### config.mk
export PLATFORM = sky130hd
export DESIGN_NAME = mem_arbiter
export DESIGN_NICKNAME = d
export VERILOG_FILES = /design/src/rtl/riscv_pkg.sv /design/src/rtl/arb_wdog.sv /design/src/rtl/mem_arbiter.sv
export SDC_FILE = /design/constraint.sdc
export NUM_CORES = 1
export LEC_CHECK = 0
export ABC_AREA = 1
export CAP_MARGIN = 0
export CORE_MARGIN = 2
export CORE_UTILIZATION = 40
export CTS_BUF_LIST = sky130_fd_sc_hd__clkbuf_4
export DETAILED_ROUTE_END_ITERATION = 10
export MAX_ROUTING_LAYER = met4
export PLACE_DENSITY = 0.76
export SYNTH_ARGS = -nofsm -noshare
export SYNTH_HDL_FRONTEND = slang
export SYNTH_HIERARCHICAL = 1
export SYNTH_SLANG_ARGS = --single-unit
### constraint.sdc
create_clock -name clk -period 1.5 [get_ports clk]
set_input_delay 0.225 -clock clk [delete_from_list [all_inputs] [get_ports clk]]
set_output_delay 0.225 -clock clk [all_outputs]
set_load 0.02 [all_outputs]
### src/rtl/riscv_pkg.sv
`default_nettype none
//==============================================================================
// Module      : riscv_pkg
// Description : Shared definitions for the unified-memory arbiter: default
//               bus widths, default abort limit, arbiter FSM encoding and a
//               small state helper.
// Revision    : 1.0 - initial release
//==============================================================================
package riscv_pkg;

  localparam int c_DEF_ADDR_W   = 32;
  localparam int c_DEF_DATA_W   = 32;
  localparam int c_DEF_MAX_WAIT = 15;

  // Wide enough for the largest legal MAX_WAIT (255).
  localparam int c_WDOG_CNT_W   = 8;

  typedef enum logic [1:0] {
    IDLE   = 2'd0,
    BUSY_I = 2'd1,
    BUSY_D = 2'd2
  } arb_state_e;

  // True while a memory transaction is outstanding.
  function automatic logic is_busy(input arb_state_e s);
    return (s != IDLE);
  endfunction

endpackage
`default_nettype wire

### src/rtl/arb_wdog.sv
`default_nettype none
//==============================================================================
// Module      : arb_wdog
// Description : Wait counter for the memory arbiter. Counts busy cycles
//               without an acknowledge and flags the cycle in which the
//               MAX_WAIT-th unacknowledged cycle completes. An ack in that
//               same cycle suppresses the flag.
// Revision    : 1.0 - initial release
//==============================================================================
module arb_wdog
  import riscv_pkg::*;
#(
  parameter int MAX_WAIT = c_DEF_MAX_WAIT
) (
  input  logic clk,
  input  logic rst,
  input  logic i_busy,
  input  logic i_ack,
  output logic o_timeout
);

  // Counter value seen during the last allowed cycle of a transaction.
  localparam logic [c_WDOG_CNT_W-1:0] c_LIMIT = c_WDOG_CNT_W'(MAX_WAIT - 1);

  logic [c_WDOG_CNT_W-1:0] r_cnt;

  // Held at zero while idle so every transaction starts from a clean count.
  always_ff @(posedge clk) begin
    if (rst || !i_busy) begin
      r_cnt <= '0;
    end else if (!i_ack) begin
      r_cnt <= r_cnt + 1'b1;
    end
  end

  assign o_timeout = i_busy & ~i_ack & (r_cnt == c_LIMIT);

endmodule
`default_nettype wire

### src/rtl/mem_arbiter.sv
`default_nettype none
//==============================================================================
// Module      : mem_arbiter
// Description : Arbitrates instruction fetches and loads/stores onto one
//               single-ported memory. One transaction at a time; responses
//               are registered and flagged by one-cycle valid pulses. A
//               watchdog aborts transactions that are never acknowledged.
//               Build option ARB_FAIR_EN: alternate grants on simultaneous
//               requests instead of fixed data-over-fetch priority.
// Revision    : 1.0 - initial release
//==============================================================================
module mem_arbiter
  import riscv_pkg::*;
#(
  parameter int ADDR_W   = c_DEF_ADDR_W,
  parameter int DATA_W   = c_DEF_DATA_W,
  parameter int MAX_WAIT = c_DEF_MAX_WAIT
) (
  input  logic              clk,
  input  logic              rst,
  // Instruction fetch port
  input  logic              inst_ce_i,
  input  logic [ADDR_W-1:0] inst_addr_i,
  output logic [DATA_W-1:0] inst_o,
  output logic              inst_valid_o,
  // Load/store port
  input  logic              data_ce_i,
  input  logic              data_we_i,
  input  logic [ADDR_W-1:0] data_addr_i,
  input  logic [DATA_W-1:0] data_wdata_i,
  output logic [DATA_W-1:0] data_rdata_o,
  output logic              data_valid_o,
  // CPU hold
  output logic              stall_o,
  // Unified memory port
  output logic              mem_req_o,
  output logic              mem_we_o,
  output logic [ADDR_W-1:0] mem_addr_o,
  output logic [DATA_W-1:0] mem_wdata_o,
  input  logic [DATA_W-1:0] mem_rdata_i,
  input  logic              mem_ack_i,
  // Sticky timeout flag
  output logic              err_o
);

  arb_state_e        r_state;
  logic              r_mem_req;
  logic              r_mem_we;
  logic [ADDR_W-1:0] r_mem_addr;
  logic [DATA_W-1:0] r_mem_wdata;
  logic [DATA_W-1:0] r_inst;
  logic              r_inst_valid;
  logic [DATA_W-1:0] r_data_rdata;
  logic              r_data_valid;
  logic              r_err;
  // Fetch that lost arbitration to a data access; served on return to IDLE.
  logic              r_inst_pend;
  logic [ADDR_W-1:0] r_inst_pend_addr;
`ifdef ARB_FAIR_EN
  // 1 = last grant went to the data port, 0 = fetch port.
  logic              r_last_data;
`endif

  logic              w_busy;
  logic              w_timeout;
  logic              w_inst_req;
  logic [ADDR_W-1:0] w_inst_addr;
  logic              w_grant_data;
  logic              w_grant_inst;

  assign w_busy      = is_busy(r_state);
  assign w_inst_req  = r_inst_pend | inst_ce_i;
  assign w_inst_addr = r_inst_pend ? r_inst_pend_addr : inst_addr_i;

`ifdef ARB_FAIR_EN
  // On contention the port that did not win last time goes first.
  assign w_grant_data = data_ce_i & (~w_inst_req | ~r_last_data);
`else
  // Data beats a new fetch, but a fetch already deferred once is not deferred again.
  assign w_grant_data = data_ce_i & ~r_inst_pend;
`endif
  assign w_grant_inst = w_inst_req & ~w_grant_data;

  // A deferred fetch counts as a pending request, keeping the CPU held.
  assign stall_o = w_busy | inst_ce_i | data_ce_i | r_inst_pend;

  arb_wdog #(
    .MAX_WAIT (MAX_WAIT)
  ) u_wdog (
    .clk       (clk),
    .rst       (rst),
    .i_busy    (w_busy),
    .i_ack     (mem_ack_i),
    .o_timeout (w_timeout)
  );

  // Arbiter FSM: grant in IDLE, hold the memory request, capture response or abort.
  always_ff @(posedge clk) begin
    if (rst) begin
      r_state          <= IDLE;
      r_mem_req        <= 1'b0;
      r_mem_we         <= 1'b0;
      r_mem_addr       <= '0;
      r_mem_wdata      <= '0;
      r_inst           <= '0;
      r_inst_valid     <= 1'b0;
      r_data_rdata     <= '0;
      r_data_valid     <= 1'b0;
      r_err            <= 1'b0;
      r_inst_pend      <= 1'b0;
      r_inst_pend_addr <= '0;
`ifdef ARB_FAIR_EN
      r_last_data      <= 1'b0;
`endif
    end else begin
      r_inst_valid <= 1'b0;
      r_data_valid <= 1'b0;
      case (r_state)
        IDLE: begin
          if (w_grant_data) begin
            r_state     <= BUSY_D;
            r_mem_req   <= 1'b1;
            r_mem_we    <= data_we_i;
            r_mem_addr  <= data_addr_i;
            r_mem_wdata <= data_wdata_i;
`ifdef ARB_FAIR_EN
            r_last_data <= 1'b1;
`endif
            if (inst_ce_i && !r_inst_pend) begin
              r_inst_pend      <= 1'b1;
              r_inst_pend_addr <= inst_addr_i;
            end
          end else if (w_grant_inst) begin
            r_state     <= BUSY_I;
            r_mem_req   <= 1'b1;
            r_mem_we    <= 1'b0;
            r_mem_addr  <= w_inst_addr;
            r_mem_wdata <= '0;
            r_inst_pend <= 1'b0;
`ifdef ARB_FAIR_EN
            r_last_data <= 1'b0;
`endif
          end
        end
        BUSY_I: begin
          if (mem_ack_i || w_timeout) begin
            r_state      <= IDLE;
            r_mem_req    <= 1'b0;
            r_mem_we     <= 1'b0;
            r_inst       <= mem_ack_i ? mem_rdata_i : '0;
            r_inst_valid <= 1'b1;
            if (!mem_ack_i) begin
              r_err <= 1'b1;
            end
          end
        end
        BUSY_D: begin
          if (mem_ack_i || w_timeout) begin
            r_state      <= IDLE;
            r_mem_req    <= 1'b0;
            r_mem_we     <= 1'b0;
            r_data_rdata <= mem_ack_i ? mem_rdata_i : '0;
            r_data_valid <= 1'b1;
            if (!mem_ack_i) begin
              r_err <= 1'b1;
            end
          end
        end
        default: begin
          r_state   <= IDLE;
          r_mem_req <= 1'b0;
          r_mem_we  <= 1'b0;
        end
      endcase
    end
  end

  assign mem_req_o    = r_mem_req;
  assign mem_we_o     = r_mem_we;
  assign mem_addr_o   = r_mem_addr;
  assign mem_wdata_o  = r_mem_wdata;
  assign inst_o       = r_inst;
  assign inst_valid_o = r_inst_valid;
  assign data_rdata_o = r_data_rdata;
  assign data_valid_o = r_data_valid;
  assign err_o        = r_err;

endmodule
`default_nettype wire

Word-level counts from Yosys, hierarchy flattened
Index checks and enable logic that the tools add are counted.
{"block": "op_classes", "addsub": 1, "n_mux": 20, "n_reduce_logical": 18, "n_bitwise": 13, "eq_ne": 6}
{"cell": "$mux 32", "n": 6}
{"cell": "$reduce_and 3->1", "n": 3}
{"cell": "$add 8x1->8 const B", "n": 1}
{"cell": "$eq 8x4->1 const B", "n": 1}
{"cell": "$mux 1", "n": 8}
{"cell": "$reduce_and 2->1", "n": 4}
{"cell": "$mux 2", "n": 3}
{"cell": "$reduce_or 2->1", "n": 3}
{"cell": "$not 1->1", "n": 5}
{"cell": "$and 1x1->1", "n": 4}
{"cell": "$ne 2x1->1 const B", "n": 2}
{"cell": "$or 1x1->1", "n": 4}
{"cell": "$pmux 1 s2", "n": 2}
{"cell": "$pmux 2 s2", "n": 1}
{"cell": "$reduce_bool 2->1", "n": 2}
{"cell": "$ne 3x3->1 const B", "n": 1}
{"cell": "$eq 2x1->1 const B", "n": 1}
{"cell": "$eq 2x2->1 const B", "n": 1}
{"cell": "$logic_not 1->1", "n": 2}
{"cell": "$logic_not 2->1", "n": 1}
{"cell": "$logic_or 1x1->1", "n": 2}
{"cell": "$logic_and 1x1->1", "n": 1}
{"block": "totals", "ff_bits": 176, "output_inout_bits": 134, "inputBits": 134}

Logic depth before layout (Yosys ltp)
Gate-level depths: netlist (run 1).
{"block": "depth", "ltp_word": 7, "depth_mapped": 11, "ltp_nobuf": 11}

Cells and area by module
Netlist (run 1), hierarchy kept.
{"mod": "mem_arbiter", "seq_area_each_um2": 3363.2, "area_per_inst_um2": 6721.4, "cells_per_inst": 921, "instances": 1}
{"mod": "arb_wdog", "seq_area_each_um2": 160.2, "area_per_inst_um2": 445.4, "cells_per_inst": 68, "instances": 1}

Least setup slack after synthesis (run 1)
Ideal clock, no wire load.
{"block": "synth_path", "kind": "reg2reg", "from": "register r_state[0]", "to": "register r_inst[2], in the netlist inst_o[2]", "path_stages_with_launch": 12, "period_less_slack_ns": 1.485, "t_arrival_ns": 1.353, "setup_ns": 0.132, "path_buffers": 1, "path_slack_ns": 0.015, "cell_sequence": "dfxtp_1 > inv_1 > ha_1 > inv_1 > nand3_1 > nor2_1 > nor2_1 > inv_1 > nand2_1 > buf_2 > nand2_1 > a21oi_1"}
{"block": "synth_via", "elab_chain_len": 5, "elab_cells_between_ends": 6, "classes_between": "eq/ne (1); bitwise (2); reduce/logical (3)"}
{"element": "from (decl)", "line": "mem_arbiter.sv:46", "text": "arb_state_e r_state;"}
{"element": "from (signal assigned)", "line": "mem_arbiter.sv:100", "text": "r_state <= IDLE;"}
{"element": "from (signal assigned)", "line": "mem_arbiter.sv:121", "text": "r_state <= BUSY_D;"}
{"element": "from (signal assigned)", "line": "mem_arbiter.sv:134", "text": "r_state <= BUSY_I;"}
{"element": "$reduce_bool 2->1", "line": "riscv_pkg.sv:26", "text": "return (s != IDLE);"}
{"element": "net w_busy", "line": "mem_arbiter.sv:64", "text": "logic w_busy;"}
{"element": "$and 1x1->1 (2 in a row)", "line": "arb_wdog.sv:36", "text": "assign o_timeout = i_busy & ~i_ack & (r_cnt == c_LIMIT);"}
{"element": "net w_timeout", "line": "mem_arbiter.sv:65", "text": "logic w_timeout;"}
{"element": "$logic_or 1x1->1", "line": "mem_arbiter.sv:146", "text": "if (mem_ack_i || w_timeout) begin"}
{"element": "$reduce_and 2->1 (no line)"}
{"element": "to (signal assigned)", "line": "mem_arbiter.sv:150", "text": "r_inst <= mem_ack_i ? mem_rdata_i : '0;"}
{"element": "to (decl)", "line": "mem_arbiter.sv:51", "text": "logic [DATA_W-1:0] r_inst;"}
The timed path passes the listed nets, and every way through them passes these cells.
A chain may end at the register's enable or synchronous reset.

Final worst setup path (run 1)
{"block": "layout_path", "from": "register r_state[0]", "to": "output stall_o"}
{"block": "layout_via", "elab_chain_len": 4}
{"element": "$reduce_bool 2->1", "line": "riscv_pkg.sv:26"}
{"element": "$or 1x1->1 (3 in a row)", "line": "mem_arbiter.sv:85", "text": "assign stall_o = w_busy | inst_ce_i | data_ce_i | r_inst_pend;"}
{"element": "to (decl)", "line": "mem_arbiter.sv:34", "text": "output logic stall_o,"}
Every way passes these cells.

==> results_dict.tcl, run 1 <==
set metrics [dict create \
    start_kind "flop" \
    worstSetupEndpointType "primary output" \
    switching_share_pct 40.1 \
    place_congestion 0.836 \
    yosysUniqueCellTypes 26 \
    grt_setup_unrepaired "true" \
    start_util_pct 41.1 \
    syn-num-nets 1129 \
    slew_headroom_pct 57.3 \
    avgSynthCellArea_um2 7.25 \
    r2r_end "mem_addr_o[6]$_SDFFE_PP0P_" \
    synth_top_area_share_pct 49.2 \
    reg2reg_depth 10 \
    cellInternalPower_mw 9.47 \
    path_class "reg -> out" \
    ir_drop_v 0.000751 \
    post-dp-hpwl_um 14800 \
    synth_seq_cells 176 \
    worstHoldStart "mem_ack_i" \
    clkTransAtPathRegs_ns 0.15 \
    drive_gt1_share_pct 27.9 \
    skew_ns 0.0314 \
    clk_path_buf_depth 2 \
    p_sw_mw 6.34 \
    dp.cells 1461 \
    power_per_cell_area_mw_per_mm2 1430 \
    clock_latency_ns 0.60 \
    drt-total-wl_um 24000 \
    critPathCapture "stall_o" \
    fmax_mhz 634 \
    die-area_mm2 0.0190 \
    die_h_um 138 \
    ant_nets 0 \
    synth_cells 989 \
    crit_fanout 2 \
    io_buffers 267 \
    worst_pin_slew_ns 0.640 \
    synth-edff-count 0 \
    worstPathRequired_ns 1.27 \
    ys.flop_type "dfxtp_1" \
    grtUsageTotal_pct 24.3 \
    synth_warnings 6 \
    synth.cell_area_mm2 0.00717 \
    cts_inserted_buffers 17 \
    final_common_cell "nand2_1" \
    outcome "finished, violations left" \
    finalHoldViolCount 0 \
    drv_slew 0 \
    cts_tree "built" \
    wl_per_cell_um 15.9 \
    highest_layer "met4" \
    grt_max_degree 89 \
    p_seq_share_pct 37.3 \
    antenna_found_initial 1 \
    rows 48 \
    reg2reg_setup_slack_ns -0.07 \
    final_cell_mix "314 x nand2_1, 140 x dfxtp_1, 138 x a21oi_1" \
    reg2reg_from "r_state[1]$_SDFFE_PP0P_" \
    dr_wl_met2_um 11300 \
    wl_met3_um 1900 \
    timing.final.ws_setup_ns -0.0782 \
    drt_pre_antenna_iters 5 \
    synthTopCellsByArea "dfxtp_1 49%, nand2_1 17%, a21oi_1 12%" \
    p_comb_share_pct 45.1 \
    synthArstFlopShare_pct 0 \
    ys_seq_area_share_pct 49.2 \
    grt_overflow 0 \
    h-tree-depth 4 \
    setup_violations 77 \
    worstPathArrival_ns 1.35 \
    die_width_um 138 \
    stdcell_count 1511 \
    power_leakage_nw 4.43 \
    clockPowerShare_pct 17.6 \
    post-route-min-period_ns 1.58 \
    nets 1412 \
    violations "negative setup slack" \
    hold_class "in -> reg" \
    vias_per_cell 5.11 \
    startpoint "r_state[0]$_SDFFE_PP0P_" \
    cts_sinks 176 \
    min_period_over_period_pct 105 \
    fp.coreArea_mm2 0.0174 \
    dp_slack_ns -0.271 \
    grt_pass1_vias 6803 \
    drt_iter0_drc 535 \
    cts_root_buffer "clkbuf_4" \
    vias 7725 \
    maxCapViolations 0 \
    yosys.area.top_type "dfxtp_1" \
    area_delta_synth_final_pct 54.3 \
    grt_pass1_wl_um 35200 \
    wl_met1_um 9960 \
    drc_errors 0 \
    ios 268 \
    utilization_pct 63.5 \
]
metrics by stage:
| step | hold WS (ns) | power [mW] | instance area [um2] | setup TNS, ns |
|---|---|---|---|---|
| finish | 0.112 | 15.8 | 11100 | -1.96 |
| global route | 0.0977 | 16.7 | 11100 | -11.15 |
| CTS | 0.0691 | 15.2 | 10900 | -0.500 |
| detailed placement | 0.451 | 12.2 | 10300 | -18.47 |
| global placement | 0.447 | 12.1 | 10300 | -15.93 |
| floorplan | 0.368 | 9.20 | 7170 | 0 |
layer usage:
layer	GRT usage [%]	up-vias
met5	-	-
met4	10.1	0
met3	4.71	52
met2	37.7	313
met1	31.0	3580
li1	-	3780
power groups by stage:
| stage | sequential (mW) | clock [mW] | combinational (mW) |
|---|---|---|---|
| 5_1_grt | 5.99 | 3.02 | 7.66 |
| 6_report | 5.90 | 2.77 | 7.13 |
| 3_3_place_gp | 5.92 | 0 | 6.18 |
| 3_5_place_dp | 5.93 | 0 | 6.24 |
| 4_1_cts | 5.85 | 2.85 | 6.52 |
| 2_1_floorplan | 6.70 | 0 | 2.51 |
Yosys cell counts, types with 6 or more instances:
master,n
a21oi_1,165
buf_1,6
buf_2,26
clkbuf_1,34
dfxtp_1,176
ha_1,6
inv_1,39
inv_2,6
nand2_1,326
nand3_1,130
nor2_1,33
o21ai_0,11
or2_0,7
registers in the layout, summed over array words and instances, names as in the netlist:
signal / flops
data_rdata_o: 32
inst_o: 32
mem_addr_o: 32
mem_wdata_o: 32
r_inst_pend_addr: 32
u_wdog/r_cnt: 8
r_state: 2
data_valid_o: 1
err_o: 1
inst_valid_o: 1
mem_req_o: 1
mem_we_o: 1
r_inst_pend: 1
worst min path at each step:
stage | to | cells after the start
3_5_place_dp | inst_o[20]$_SDFFE_PP0P_ | 2
6_report | u_wdog/r_cnt[1]$_SDFFE_PP0N_ | 4
3_3_place_gp | mem_wdata_o[2]$_SDFFE_PP0P_ | 2
5_1_grt | u_wdog/r_cnt[1]$_SDFFE_PP0N_ | 4
4_1_cts | u_wdog/r_cnt[1]$_SDFFE_PP0N_ | 4
2_1_floorplan | r_inst_pend_addr[10]$_SDFFE_PP0P_ | 2
worst max-delay path, cell delays in order (launching register included):
cell and delay, ns:
dfxtp_2 0.36, inv_2 0.07, ha_4 0.14, nand3_2 0.07
buf_6 0.14
cell families after synthesis:
family / Yosys count / share of synthesized area, %
AOI/OAI and AO/OA: 180 / 12.7
adders and majority gates: 6 / 1.05
buffers and inverters: 117 / 7.05
DFF: 176 / 49.2
and+or+nand+nor: 510 / 30.1
repair_timing:
| item | CTS | global route |
|---|---|---|
| setup buffers | 3 | 3 |
| pin swaps | 3 | 16 |
| hold buffers | 1 | 0 |
| gates cloned | 5 | 6 |
| setup endpoints to repair | 261 | 218 |
| hold endpoints to repair | 11 | 0 |
| resized for setup | 434 | 174 |
cell type report:
type	count	area (um2)
Timing Repair Buffer	334	3290
Antenna cell	1	2.50
Inverter	47	189
Clock inverter	15	168
Clock buffer	17	128
Sequential cell	176	3570
Multi-Input combinational cell	696	3430
Fill cell	1499	6360
Tap cell	225	282
No activity file was read; power rests on OpenSTA's default activity.
==> run 2: changes to the inputs <==
--- a/config.mk
+++ b/config.mk
@@ -7,7 +7,6 @@
 export LEC_CHECK = 0
 export ABC_AREA = 1
 export CAP_MARGIN = 0
-export CORE_MARGIN = 2
 export CORE_UTILIZATION = 40
 export CTS_BUF_LIST = sky130_fd_sc_hd__clkbuf_4
 export DETAILED_ROUTE_END_ITERATION = 10
==> results_dict.tcl, run 2 (synthesis results as in run 1) <==
set metrics [dict create \
    worstPathArrival_ns 1.35 \
    cts_tree "built" \
    wl_met3_um 1550 \
    fmax_mhz 634 \
    cts_inserted_buffers 17 \
    path_class "reg -> out" \
    cts_root_buffer "clkbuf_4" \
    die_h_um 136 \
    post-dp-hpwl_um 14700 \
    antenna_found_initial 1 \
    drv_slew 0 \
    drt-total-wl_um 26100 \
    post-route-min-period_ns 1.58 \
    grt_overflow 0 \
    dpl_cell_area_mm2 0.0103 \
    wl_met1_um 10900 \
    finalHoldViolCount 0 \
    clock_latency_ns 0.57 \
    start_util_pct 41.1 \
    highest_layer "met4" \
    power_leakage_nw 4.76 \
    vias 7916 \
    holdWs_ns 0.198 \
    dr_wl_met2_um 12800 \
    crit_fanout 2 \
    final_common_cell "nand2_1" \
    violations "negative setup slack" \
    drc_errors 0 \
    dp_slack_ns -0.296 \
    die-area_mm2 0.0185 \
    fin_area_mm2 0.0119 \
    final_cell_mix "233 x nand2_1, 131 x clkdlybuf4s50_1, 127 x nand3_1" \
    cts_sinks 176 \
    setup_violations 90 \
    timing.final.ws_setup_ns -0.0772 \
    skew_ns 0.0277 \
    area_delta_synth_final_pct 65.6 \
    h-tree-depth 4 \
    clk_path_buf_depth 2 \
    ir_drop_v 0.000782 \
    grtUsageTotal_pct 25.6 \
    clkTransAtPathRegs_ns 0.17 \
    vias_per_cell 5.18 \
    grt_pass1_wl_um 35800 \
    grt_setup_unrepaired "true" \
    utilization_pct 68.1 \
    grt_pass1_vias 7136 \
    start_kind "flop" \
    worstPathRequired_ns 1.27 \
    io_buffers 267 \
    ios 268 \
    wl_per_cell_um 17.1 \
    hold_class "in -> reg" \
    outcome "finished, violations left" \
    nets 1428 \
    place_congestion 0.826 \
    power_per_cell_area_mw_per_mm2 1410 \
    maxCapViolations 0 \
    grt_max_degree 82 \
    worstSetupEndpointType "primary output" \
    drt_pre_antenna_iters 5 \
    worst_pin_slew_ns 0.536 \
    rows 48 \
    slew_headroom_pct 64.2 \
    ant_nets 0 \
    drive_gt1_share_pct 41.4 \
    fp.coreArea_mm2 0.0174 \
    drt_iter0_drc 496 \
    totalNegativeSetupSlack_ns -3.38 \
    min_period_over_period_pct 105 \
    die_width_um 136 \
    fill_cells 1422 \
]
==> run 2: path summary, 6_finish.rpt <==
path	cells past startpoint	endpoint	slack (ns)	start
max	4	stall_o	-0.08	r_state[1]$_SDFFE_PP0P_
min	3	mem_wdata_o[9]$_SDFFE_PP0P_	0.20	data_wdata_i[9]
max reg2reg	11	inst_o[16]$_SDFFE_PP0P_	-0.08	r_state[1]$_SDFFE_PP0P_
min reg2reg	2	inst_o[6]$_SDFFE_PP0P_	0.46	inst_o[6]$_SDFFE_PP0P_
==> run 2: layout make-up <==
class / instances / area [um2] / area share, %
diodes: 1 / 2.50 / 0.0211
clock buffers: 17 / 128 / 1.08
clock inverters: 15 / 146 / 1.23
inverters: 47 / 194 / 1.63
multi-input cells: 696 / 4130 / 34.8
flip-flops and latches: 176 / 3610 / 30.4
well taps: 225 / 282 / 2.37
repair buffers: 350 / 3370 / 28.4
==> run 2: stage by stage <==
| stage | std cells | total power, mW |
|---|---|---|
| floorplan | 989 | 9.20 |
| global placement | 1455 | 12.1 |
| detailed placement | 1455 | 12.2 |
| CTS | 1505 | 15.5 |
| global route | 1527 | 17.6 |
| finish | 1527 | 16.8 |
==> run 2: worst max-delay path, cell delays in order, from the launching register on <==
cell and delay (ns):
dfxtp_2 0.36, inv_2 0.07, ha_4 0.15, nand3_2 0.07, buf_6 0.14
==> run 2: routing by layer <==
metal / global-route usage (%) / vias to the layer above
li1: - / 3820
met2: 43.0 / 287
met1: 30.3 / 3750
met3: 4.85 / 59
met4: 9.44 / 0
met5: - / -
==> run 2: timing repair <==
action,4_1_cts,5_1_grt
gates cloned,8,11
setup endpoints to repair,293,249
hold buffers,2,0
setup buffers,8,13
pin swaps,5,22
hold endpoints to repair,8,0
resized for setup,422,434
==> run 2: power by group <==
part / switching [mW] / total (mW) / internal, mW
Clock: 1.85 / 2.73 / 0.877
Sequential: 0.476 / 5.98 / 5.51
Combinational: 4.51 / 8.06 / 3.55
Total: 6.84 / 16.8 / 9.93
==> run 3: changes to the inputs <==
==> constraint.sdc (replaced) <==
create_clock -name clk -period 1.5 [get_ports clk]
set_input_delay 0.225 -clock clk [delete_from_list [all_inputs] [get_ports clk]]
set_output_delay 0.225 -clock clk [all_outputs]
set_load 0.05 [all_outputs]
==> results_dict.tcl, run 3 (synthesis results as in run 1) <==
set metrics [dict create \
    fin_area_mm2 0.0119 \
    setup_violations 161 \
    skew_ns 0.0207 \
    worstPathArrival_ns 2.23 \
    grtUsageTotal_pct 25.8 \
    power_per_cell_area_mw_per_mm2 1620 \
    start_kind "flop" \
    final_common_cell "nand2_1" \
    power_leakage_nw 4.92 \
    die-area_mm2 0.0185 \
    drt_pre_antenna_iters 8 \
    clockPowerShare_pct 14.2 \
    clock_latency_ns 0.55 \
    drc_errors 0 \
    finalHoldViolCount 0 \
    hold_class "in -> reg" \
    grt_setup_unrepaired "true" \
    cts_root_buffer "clkbuf_4" \
    reg2reg_setup_slack_ns -0.23 \
    drt_iter0_drc 566 \
    cts_tree "built" \
    stdcell_count 1529 \
    post-dp-hpwl_um 14700 \
    nets 1430 \
    ios 268 \
    dp_slack_ns -0.166 \
    switching_share_pct 43.7 \
    ant_nets 0 \
    io_buffers 267 \
    place_congestion 0.792 \
    drt-total-wl_um 26800 \
    grt_pass1_wl_um 36100 \
    slew_headroom_pct 63.0 \
    crit_fanout 8 \
    vias 7955 \
    dpl_cell_area_mm2 0.0101 \
    worstPathRequired_ns 2.00 \
    outcome "finished, violations left" \
    path_class "reg -> reg" \
    p_sw_mw 8.40 \
    clkTransAtPathRegs_ns 0.15 \
    start_util_pct 41.1 \
    wl_per_cell_um 17.5 \
    post-route-min-period_ns 1.73 \
    worstSetupEndpointType "flop" \
    fmax_mhz 579 \
    grt_overflow 0 \
    vias_per_cell 5.20 \
    violations "negative setup slack" \
    die_h_um 136 \
    cts_inserted_buffers 17 \
    grt_max_degree 74 \
    grt_pass1_vias 7148 \
    cellInternalPower_mw 10.8 \
    final_cell_mix "253 x nand2_1, 172 x dfxtp_1, 161 x buf_4" \
    h-tree-depth 4 \
    ir_drop_v 0.00131 \
    clk_path_buf_depth 2 \
    p_seq_share_pct 31.0 \
    die_width_um 136 \
    p_comb_share_pct 54.8 \
    fp.coreArea_mm2 0.0174 \
    totalNegativeSetupSlack_ns -14.15 \
    worst_pin_slew_ns 0.554 \
    antenna_found_initial 1 \
    drive_gt1_share_pct 33.2 \
    timing.final.ws_setup_ns -0.227 \
    area_delta_synth_final_pct 66.1 \
    dp.cells 1456 \
    min_period_over_period_pct 115 \
    cts_sinks 176 \
    maxCapViolations 0 \
    drv_slew 0 \
    rows 48 \
]
==> run 3: changes by cell type in the layout (fill, tap and decap cells not counted), sizes merged <==
cell | previous run | this run
buf | 147 | 208
clkdlybuf4s15 | 32 | 0
clkbuf | 55 | 31
inv | 55 | 50
clkinv | 3 | 6
bufinv | 1 | 2
clkinvlp | 3 | 2
dlygate4sd3 | 2 | 1
==> run 3: stage by stage <==
step                hold slack, ns  power, mW  util, %
floorplan                    0.368       10.7        -
detailed placement           0.453       13.6     57.7
global placement             0.448       13.5     57.7
global route                 0.132       20.1     68.3
finish                       0.204       19.2     68.3
CTS                          0.165       17.2     62.7
==> run 3: area by class of cell <==
cell class,count,area [um2]
diodes,1,2.50
clock buffers,19,143
clock inverters,13,136
fillers,1352,5510
inverters,47,194
multi-input cells,696,3840
flip-flops and latches,176,3530
well taps,225,282
repair buffers,352,3780
==> run 3: power by group through the flow <==
stage | Combinational (mW) | Clock, mW | Sequential, mW
after floorplan | 2.52 | 0 | 8.13
after global placement | 7.55 | 0 | 5.95
after detailed placement | 7.62 | 0 | 5.97
after CTS | 8.56 | 2.80 | 5.88
after global routing | 11.0 | 3.01 | 6.04
final | 10.5 | 2.73 | 5.96
==> run 3: timing repair <==
action / in CTS / in global routing
buffers inserted: 10 / 4
hold endpoints to repair: 10 / 0
pin swaps: 30 / 52
gates resized for setup: 61 / 174
cloned: 11 / 14
hold buffers: 1 / 0
endpoints found under the setup margin: 110 / 167
==> run 3: metal layers <==
| layer | part of all wire [%] | global-route usage, % | wire length, um |
|---|---|---|---|
| met5 | 0 | - | 0 |
| met4 | 3.0 | 9.81 | 796 |
| met1 | 41 | 30.8 | 11000 |
| met3 | 7.3 | 6.04 | 1960 |
| met2 | 49 | 42.1 | 13000 |
==> run 3: worst paths after layout <==
path / start / endpoint / cells past startpoint
worst max-delay path: r_state[0]$_SDFFE_PP0P_ / mem_addr_o[7]$_SDFFE_PP0P_ / 11
worst max register to register: r_state[0]$_SDFFE_PP0P_ / mem_addr_o[7]$_SDFFE_PP0P_ / 11
worst min-delay path: data_wdata_i[9] / mem_wdata_o[9]$_SDFFE_PP0P_ / 3
worst min register to register: data_rdata_o[26]$_SDFFE_PP0P_ / data_rdata_o[26]$_SDFFE_PP0P_ / 2
==> run 3: critical path, cell delays in order (launching register included) <==
cell,delay (ns)
dfxtp_2,0.35
inv_2,0.07
buf_4,0.12
buf_6,0.09
ha_4,0.15
inv_4,0.04
buf_4,0.14
a21oi_4,0.15
buf_12,0.15
clkbuf_16,0.17
nand3_1,0.09
a21oi_1,0.14
